## src/rtl/dbg_uart_port.sv

```systemverilog
// rtl/dbg_uart_port.sv - memory-mapped debug UART: byte FIFO feeding an 8N1 serializer
// Registers at BASE: DATA (+0), STATUS (+2), reserved (+4, +6).
module dbg_uart_port #(
  parameter logic [15:0] BASE    = 16'hFF00,
  parameter int          DEPTH   = 4,
  parameter int          DIVISOR = 4
) (
  input  logic        clk,
  input  logic        reset,
  input  logic [15:0] dread_addr,
  output logic [15:0] dread_data,
  output logic        dread_hit,
  input  logic [15:0] dwrite_addr,
  input  logic [15:0] dwrite_data,
  input  logic [1:0]  dwrite_en,
  output logic        txd,
  output logic        tx_busy
);

  localparam int AW = $clog2(DEPTH);
  localparam int DW = $clog2(DIVISOR);
  localparam logic [AW:0]   FULL_CNT = (AW+1)'(DEPTH);
  localparam logic [DW-1:0] DIV_LAST = DW'(DIVISOR - 1);

  typedef enum logic [1:0] {IDLE, START, DATA, STOP} state_t;

  state_t        state, state_nxt;
  logic [DW-1:0] div_cnt, div_nxt;
  logic [2:0]    bit_cnt, bit_nxt;
  logic [7:0]    shift, shift_nxt;
  logic [7:0]    mem [DEPTH];
  logic [AW-1:0] wr_ptr, rd_ptr;
  logic [AW:0]   count, count_nxt;
  logic          overflow;
  logic          pop;

  logic       w_hit, r_hit;
  logic [1:0] w_off, r_off;
  logic       push_req, push, full, clr_ovf;
  logic [15:0] status, rd_val;

  assign w_hit    = (dwrite_addr[15:3] == BASE[15:3]);
  assign w_off    = dwrite_addr[2:1];
  assign r_hit    = (dread_addr[15:3] == BASE[15:3]);
  assign r_off    = dread_addr[2:1];
  assign full     = (count == FULL_CNT);
  assign push_req = w_hit && (w_off == 2'd0) && dwrite_en[0];
  assign push     = push_req && !full;
  assign clr_ovf  = w_hit && (w_off == 2'd1) && dwrite_en[0] && dwrite_data[2];

  assign status = {8'(count), 4'b0000, (state != IDLE), overflow, (count == '0), !full};

  always_comb begin
    rd_val = 16'h0000;
    if (r_hit && (r_off == 2'd1)) rd_val = status;
  end

  always_comb begin
    count_nxt = count;
    case ({push, pop})
      2'b10:   count_nxt = count + (AW+1)'(1);
      2'b01:   count_nxt = count - (AW+1)'(1);
      default: count_nxt = count;
    endcase
  end

  // The head byte is loaded into the shift register on the same edge it is popped.
  always_comb begin
    state_nxt = state;
    div_nxt   = div_cnt;
    bit_nxt   = bit_cnt;
    shift_nxt = shift;
    pop       = 1'b0;
    case (state)
      IDLE: begin
        if (count != '0) begin
          pop       = 1'b1;
          shift_nxt = mem[rd_ptr];
          div_nxt   = '0;
          state_nxt = START;
        end
      end
      START: begin
        if (div_cnt == DIV_LAST) begin
          div_nxt   = '0;
          bit_nxt   = 3'd0;
          state_nxt = DATA;
        end else begin
          div_nxt = div_cnt + DW'(1);
        end
      end
      DATA: begin
        if (div_cnt == DIV_LAST) begin
          div_nxt   = '0;
          shift_nxt = {1'b0, shift[7:1]};
          if (bit_cnt == 3'd7) state_nxt = STOP;
          else                 bit_nxt   = bit_cnt + 3'd1;
        end else begin
          div_nxt = div_cnt + DW'(1);
        end
      end
      STOP: begin
        if (div_cnt == DIV_LAST) begin
          div_nxt = '0;
          if (count != '0) begin
            pop       = 1'b1;
            shift_nxt = mem[rd_ptr];
            state_nxt = START;
          end else begin
            state_nxt = IDLE;
          end
        end else begin
          div_nxt = div_cnt + DW'(1);
        end
      end
      default: state_nxt = IDLE;
    endcase
  end

  always_ff @(posedge clk) begin
    if (push) mem[wr_ptr] <= dwrite_data[7:0];
  end

  always_ff @(posedge clk or negedge reset) begin
    if (!reset) begin
      state      <= IDLE;
      div_cnt    <= '0;
      bit_cnt    <= 3'd0;
      shift      <= 8'h00;
      wr_ptr     <= '0;
      rd_ptr     <= '0;
      count      <= '0;
      overflow   <= 1'b0;
      tx_busy    <= 1'b0;
      dread_data <= 16'h0000;
      dread_hit  <= 1'b0;
    end else begin
      state      <= state_nxt;
      div_cnt    <= div_nxt;
      bit_cnt    <= bit_nxt;
      shift      <= shift_nxt;
      count      <= count_nxt;
      tx_busy    <= (state_nxt != IDLE) || (count_nxt != '0);
      dread_data <= rd_val;
      dread_hit  <= r_hit;
      if (push) wr_ptr <= wr_ptr + AW'(1);
      if (pop)  rd_ptr <= rd_ptr + AW'(1);
      // Full is judged on the pre-edge count, so a same-cycle pop does not rescue the byte.
      if (push_req && full) overflow <= 1'b1;
      else if (clr_ovf)     overflow <= 1'b0;
    end
  end

  always_comb begin
    txd = 1'b1;
    case (state)
      START:   txd = 1'b0;
      DATA:    txd = shift[0];
      default: txd = 1'b1;
    endcase
  end

endmodule
```

## config.mk

```make
export PLATFORM = sky130hd
export DESIGN_NAME = dbg_uart_port
export DESIGN_NICKNAME = d
export VERILOG_FILES = /design/src/rtl/dbg_uart_port.sv
export SDC_FILE = /design/constraint.sdc
export NUM_CORES = 1
export LEC_CHECK = 0
export CORE_ASPECT_RATIO = 2
export CORE_MARGIN = 2
export CORE_UTILIZATION = 40
export DETAILED_ROUTE_END_ITERATION = 8
export PLACE_DENSITY = 0.67
export SYNTH_ARGS = -nofsm -noshare
export SYNTH_HDL_FRONTEND = slang
export SYNTH_SLANG_ARGS = --single-unit
```

## constraint.sdc

```tcl
create_clock -name clk -period 3.4 [get_ports clk]
set_clock_uncertainty 0.1 [all_clocks]
set_input_delay 0.51 -clock clk [delete_from_list [all_inputs] [get_ports clk]]
set_output_delay 0.51 -clock clk [all_outputs]
set_load 0.005 [all_outputs]
```

==> Word-level counts from Yosys, hierarchy flattened <==
Memory sizes are Yosys's and may differ from the RTL's.
Cells that the tools add are included.
{ "totals": {"out_inout_bits": 19, "mem_bits_rw": 32, "n_memories": 1, "register_bits": 36, "wordCells": 86} }
{ "mem_list": {"columns": ["name", "depth", "word_bits", "read_ports", "rd_ports_with_merged_regs", "write_ports", "line_no", "source"], "rows": [
  ["mem", 4, 8, 1, 0, 1, "31", "logic [7:0] mem [DEPTH];"]
]} }
{ "op_classes": {"reduce_logical": 23, "mux": 28, "add_sub_neg": 6, "n_eq_ne": 17} }
{ "op_table": {"columns": ["operator", "n"], "rows": [
  ["$eq 13x13->1 const B", 2],
  ["$mux 8", 3],
  ["$pmux 8 s3", 1],
  ["$mux 2", 7],
  ["$pmux 3 s2", 2],
  ["$mux 11", 1],
  ["$ne 2x2->1 const B", 5],
  ["$mux 3", 3],
  ["$reduce_bool 3->1", 3],
  ["$eq 2x1->1 const B", 4],
  ["$eq 2x2->1 const B", 4],
  ["$logic_and 1x1->1", 8],
  ["$pmux 2 s4", 1],
  ["$reduce_bool 2->1", 4],
  ["$mux 1", 7],
  ["$add 2x1->2 const B", 3],
  ["$add 3x1->3 const B", 2],
  ["$eq 3x3->1 const B", 2],
  ["$logic_not 2->1", 2],
  ["$pmux 1 s2", 2],
  ["$pmux 2 s2", 1],
  ["$reduce_and 4->1", 1],
  ["$logic_not 3->1", 1],
  ["$reduce_and 3->1", 1],
  ["4 further kinds", 4]
]} }

==> Depth between registers and ports, before layout <==
{ "depth": {"depth_word": 8, "depth_mapped": 11, "depth_no_buf": 11} }

==> Worst setup path before layout <==
Ideal clock, no wire load.
{ "synth_path": {"kind": "in2reg", "start": "input port dwrite_addr[6]", "end": "register tx_busy", "arrival_time_ps": 3198, "path_buffers": 0, "setup_time_ps": 146, "stages": 11, "setup_slack_ps": -44, "cell_sequence": "or4_4 or4_4 nor3_4 inv_1 ha_1 inv_1 fa_1 xor2_1 nor2_1 xor2_1 or4b_2"} }
{ "synth_between": {"elab_chain_cells": 8} }
{ "synth_rtl": {"columns": ["element", "line_no", "source"], "rows": [
  ["from (decl)", "13", "input logic [15:0] dwrite_addr,"],
  ["$eq 13x13->1 (*)", "42", "assign w_hit = (dwrite_addr[15:3] == BASE[15:3]);"],
  ["$logic_and 1x1->1 (*) (2 in a row)", "47", "assign push_req = w_hit && (w_off == 2'd0) && dwrite_en[0];"],
  ["$logic_and 1x1->1 (*)", "48", "assign push = push_req && !full;"],
  ["$eq 2x1->1 / $eq 2x2->1 (equally long branches)", "60", "case ({push, pop})"],
  ["$pmux 3 s2 (*)", "60", null],
  ["via count_nxt[2]", "33", "logic [AW:0] count, count_nxt;"],
  ["$reduce_bool 3->1 (*)", "143", "tx_busy <= (state_nxt != IDLE) || (count_nxt != '0);"],
  ["$logic_or 1x1->1 (*)", "143", null],
  ["to (signal assigned)", "143", null],
  ["to (decl)", "17", "output logic tx_busy"]
]} }
Mark *: on every way through the listed nets, which the timed path passes. The rest lies on a longest branch.
A chain may end at the register's enable or synchronous reset.

==> Worst setup path in the final report <==
Ends and elaborated chain as after synthesis.

==> impl_metrics.ini <==
[synthesis]
yosysWarnings = 0
synthCells = 211
syn_area_per_cell_sq_um = 13.9
synth_top_family_by_area = simple AND/OR/NAND/NOR gates
synth_commonest_cells = dfrtp_1 (32), edfxtp_1 (32), ha_1 (13), nor2_1 (12), a21oi_1 (11)
synth-simple-area-share = 0.117
muxShareOfSynthArea = 0.102
synth_area_sq_um = 2930
synth-edff-count = 32
synth_top_cells_by_area = edfxtp_1 (33%), dfrtp_1 (27%), mux4_2 (6.2%)
ys_types = 44
synth_top_area_share = 0.328
ys_seq_area_frac = 0.601
synthAdderAreaFrac = 0.0624
synth_compound_area_frac = 0.0547
synthFlopType = edfxtp_1
async_reset_ff_frac = 0.500
ys_ff_latch = 64
synth_xor_area_frac = 0.0179
yosysTopAreaCell = edfxtp_1

[critical_path]
crit_family = simple AND/OR/NAND/NOR gates
cp_num_buf_inv = 3
crit_type = in -> reg
critPathArrivalTime_ns = 3.38
critPathSlowestCell = or4_4
startpoint_type = input pin
crit_fanout = 2
end_kind = flip-flop
required_ns = 3.49
critPathMaxStageDelay_ns = 0.53
path_cells = clkdlybuf4s50_1 > or4_4 > or4_4 > nor3_4 > inv_1 > ha_2 > inv_1 > fa_2 > xor2_1 > nor2_1 > xor2_1 > or4b_4

[timing]
slew_headroom = 0.606
tightestPinTransition_ns = 0.587
whs_ns = 0.421
min_period_ns = 3.29
fin_crit_sh = 0.968
final_hold_viol_count = 0
maxSlewViolCount = 0
fmax_mhz = 304
finalSetupViolCount = 0

[pwr]
switchingPower_uw = 792
cell_internal_pwr_mw = 1.90
clockPowerShare = 0.326
power_mw = 2.70
cellPowerDensity_nw_per_um2 = 705
peakVddDrop_mv = 0.407
seqPwrFrac = 0.396
p_comb_frac = 0.278
leakage_nw = 1.54
p_sw_frac = 0.294

[worst_hold_path]
min_path_type = reg -> reg

[cts]
tritoncts = built
clk_pin_slew_ns = 0.05
cts_buffers = 9
htreeDepth = 3
numClockSinks = 64
cts_buffer_depth = 2
clock_latency_ns = 0.32
cts_root_buffer = clkbuf_16

[global_routing]
grt_busiest_layer = met2
grt_max_degree = 33
met1_usage = 0.159
grt_antenna_before_repair = 0
grt_util_met2 = 0.257
grtUsageTotal = 0.146
grt-ovfl-total = 0
grt_util_met3 = 0.0360
grt_pass1_vias = 1999
grt_pass1_wl_um = 8980

[die]
die_area_sq_um = 8060
rows = 44
core_sq_um = 7160
dieHeight_um = 125
initial_core_util = 0.409
die_w_um = 64.5
ios = 71

[final_layout]
syn2layout_area_growth_pct = 30.6
fillers = 627
antenna_cells = 0
regArea_sq_um = 1760
final_cell_count_no_fill = 368
drive_gt1_frac = 0.145
multi_input_area_sq_um = 1080
final_nets = 337

[route]
drt_iter0_markers = 74
via_per_inst = 4.92
ant_nets = 0
dr_total_vias = 1812
dr.pass1.iters = 4
wl_per_cell_um = 14.3
drt_wl_total_um = 5260
drc_errors = 0

[placement]
dpl.hpwl_um = 3950
dp_cells = 352
port_buffers = 50
gp_congestion = 0.752

[job]
maxCapViolCount = 0

[status]
outcome = completed
==> metrics by stage <==
step	setup WS [ns]	TNS, ns	cell area [sq um]	util
after floorplan	0.00911	0	2960	-
final	0.110	0	3830	0.535
after global placement	-0.324	-0.324	3530	0.493
after CTS	0.0578	0	3820	0.534
after global routing	-0.00575	-0.00575	3830	0.535
after detailed placement	-0.351	-0.351	3530	0.493
==> layout by cell type, fill, tap and decap left out, types with 2 or more instances in the layout <==
cell type,count
mux2_2,2
mux4_2,8
inv_1,10
mux2i_1,8
edfxtp_1,32
a22oi_1,2
nand4_1,2
nor4_1,2
nor2b_1,5
buf_4,6
conb_1,9
o21ai_0,5
nor2_1,12
nand4bb_1,2
nand3_1,3
nand2_1,9
dfrtp_1,32
or4_4,2
ha_1,12
clkinv_2,2
xor2_1,3
a21oi_1,11
clkbuf_16,9
nor3_1,3
and2_1,8
xnor2_1,3
clkdlybuf4s50_1,50
==> metal layers <==
| layer | up-vias | part of all wire |
|---|---|---|
| li1 | 871 | - |
| met2 | 44 | 0.56 |
| met5 | - | 0 |
| met4 | 0 | 0.015 |
| met3 | 8 | 0.039 |
| met1 | 889 | 0.39 |
==> final cells by class <==
type                    instances  area share
flip-flops and latches         64       0.460
multi-input cells             130       0.282
repair buffers                 56       0.143
clock buffers                  10      0.0598
well taps                      92      0.0301
clock inverters                 6      0.0157
inverters                      10     0.00981
==> worst register-to-register path, stage by stage, from the launching register on <==
cell     delay, ns
dfrtp_1       0.36
ha_1          0.35
a21oi_1       0.12
nor3_1        0.36
ha_2          0.26
inv_1         0.05
fa_2          0.52
mux2i_1       0.08
nor2_1        0.10
or4b_4        0.45
==> state kept, by name, summed over array words and instances (netlist names) <==
name        count
overflow        1
dread_hit       1
mem            32
bit_cnt         3
count           3
state           2
shift           8
tx_busy         1
div_cnt         2
rd_ptr          2
wr_ptr          2
dread_data      7
==> final timing paths <==
check                      cells after the start      startpoint             to  slack [ns]
max                                           12  dwrite_addr[6]        tx_busy        0.11
min                                            2      bit_cnt[1]     bit_cnt[1]        0.42
max reg2reg                                    9      div_cnt[0]        tx_busy        0.51
min reg2reg                                    2      bit_cnt[1]     bit_cnt[1]        0.42
max in group asynchronous                      2           reset       shift[7]        2.42
min in group asynchronous                      2           reset  dread_data[1]        0.49
==> power groups by stage <==
stage	Sequential [mW]	Clock (mW)	Combinational, mW
finish	1.07	0.879	0.749
global route	1.09	0.930	0.848
CTS	1.07	0.899	0.757
detailed placement	1.09	0	0.753
global placement	1.08	0	0.715
floorplan	1.01	0	0.580
==> repair_timing <==
action,4_1_cts,5_1_grt
hold buffers,0,0
endpoints found under the hold margin,0,0
endpoints found under the setup margin,1,1
pin swaps,1,1
buffers inserted,0,0
resized for setup,0,2
==> kinds of logic (layout without fill, tap and decap cells) <==
group | count (synthesis) | after routing
AO/OA/AOI/OAI | 25 | 25
XOR/XNOR | 6 | 6
adder cells (fa/ha/maj) | 14 | 14
buffers and inverters | 25 | 82
flip-flops | 64 | 64
multiplexers | 19 | 19
other | 1 | 9
AND/OR/NAND/NOR | 57 | 57
(Power assumes the default switching activity.)
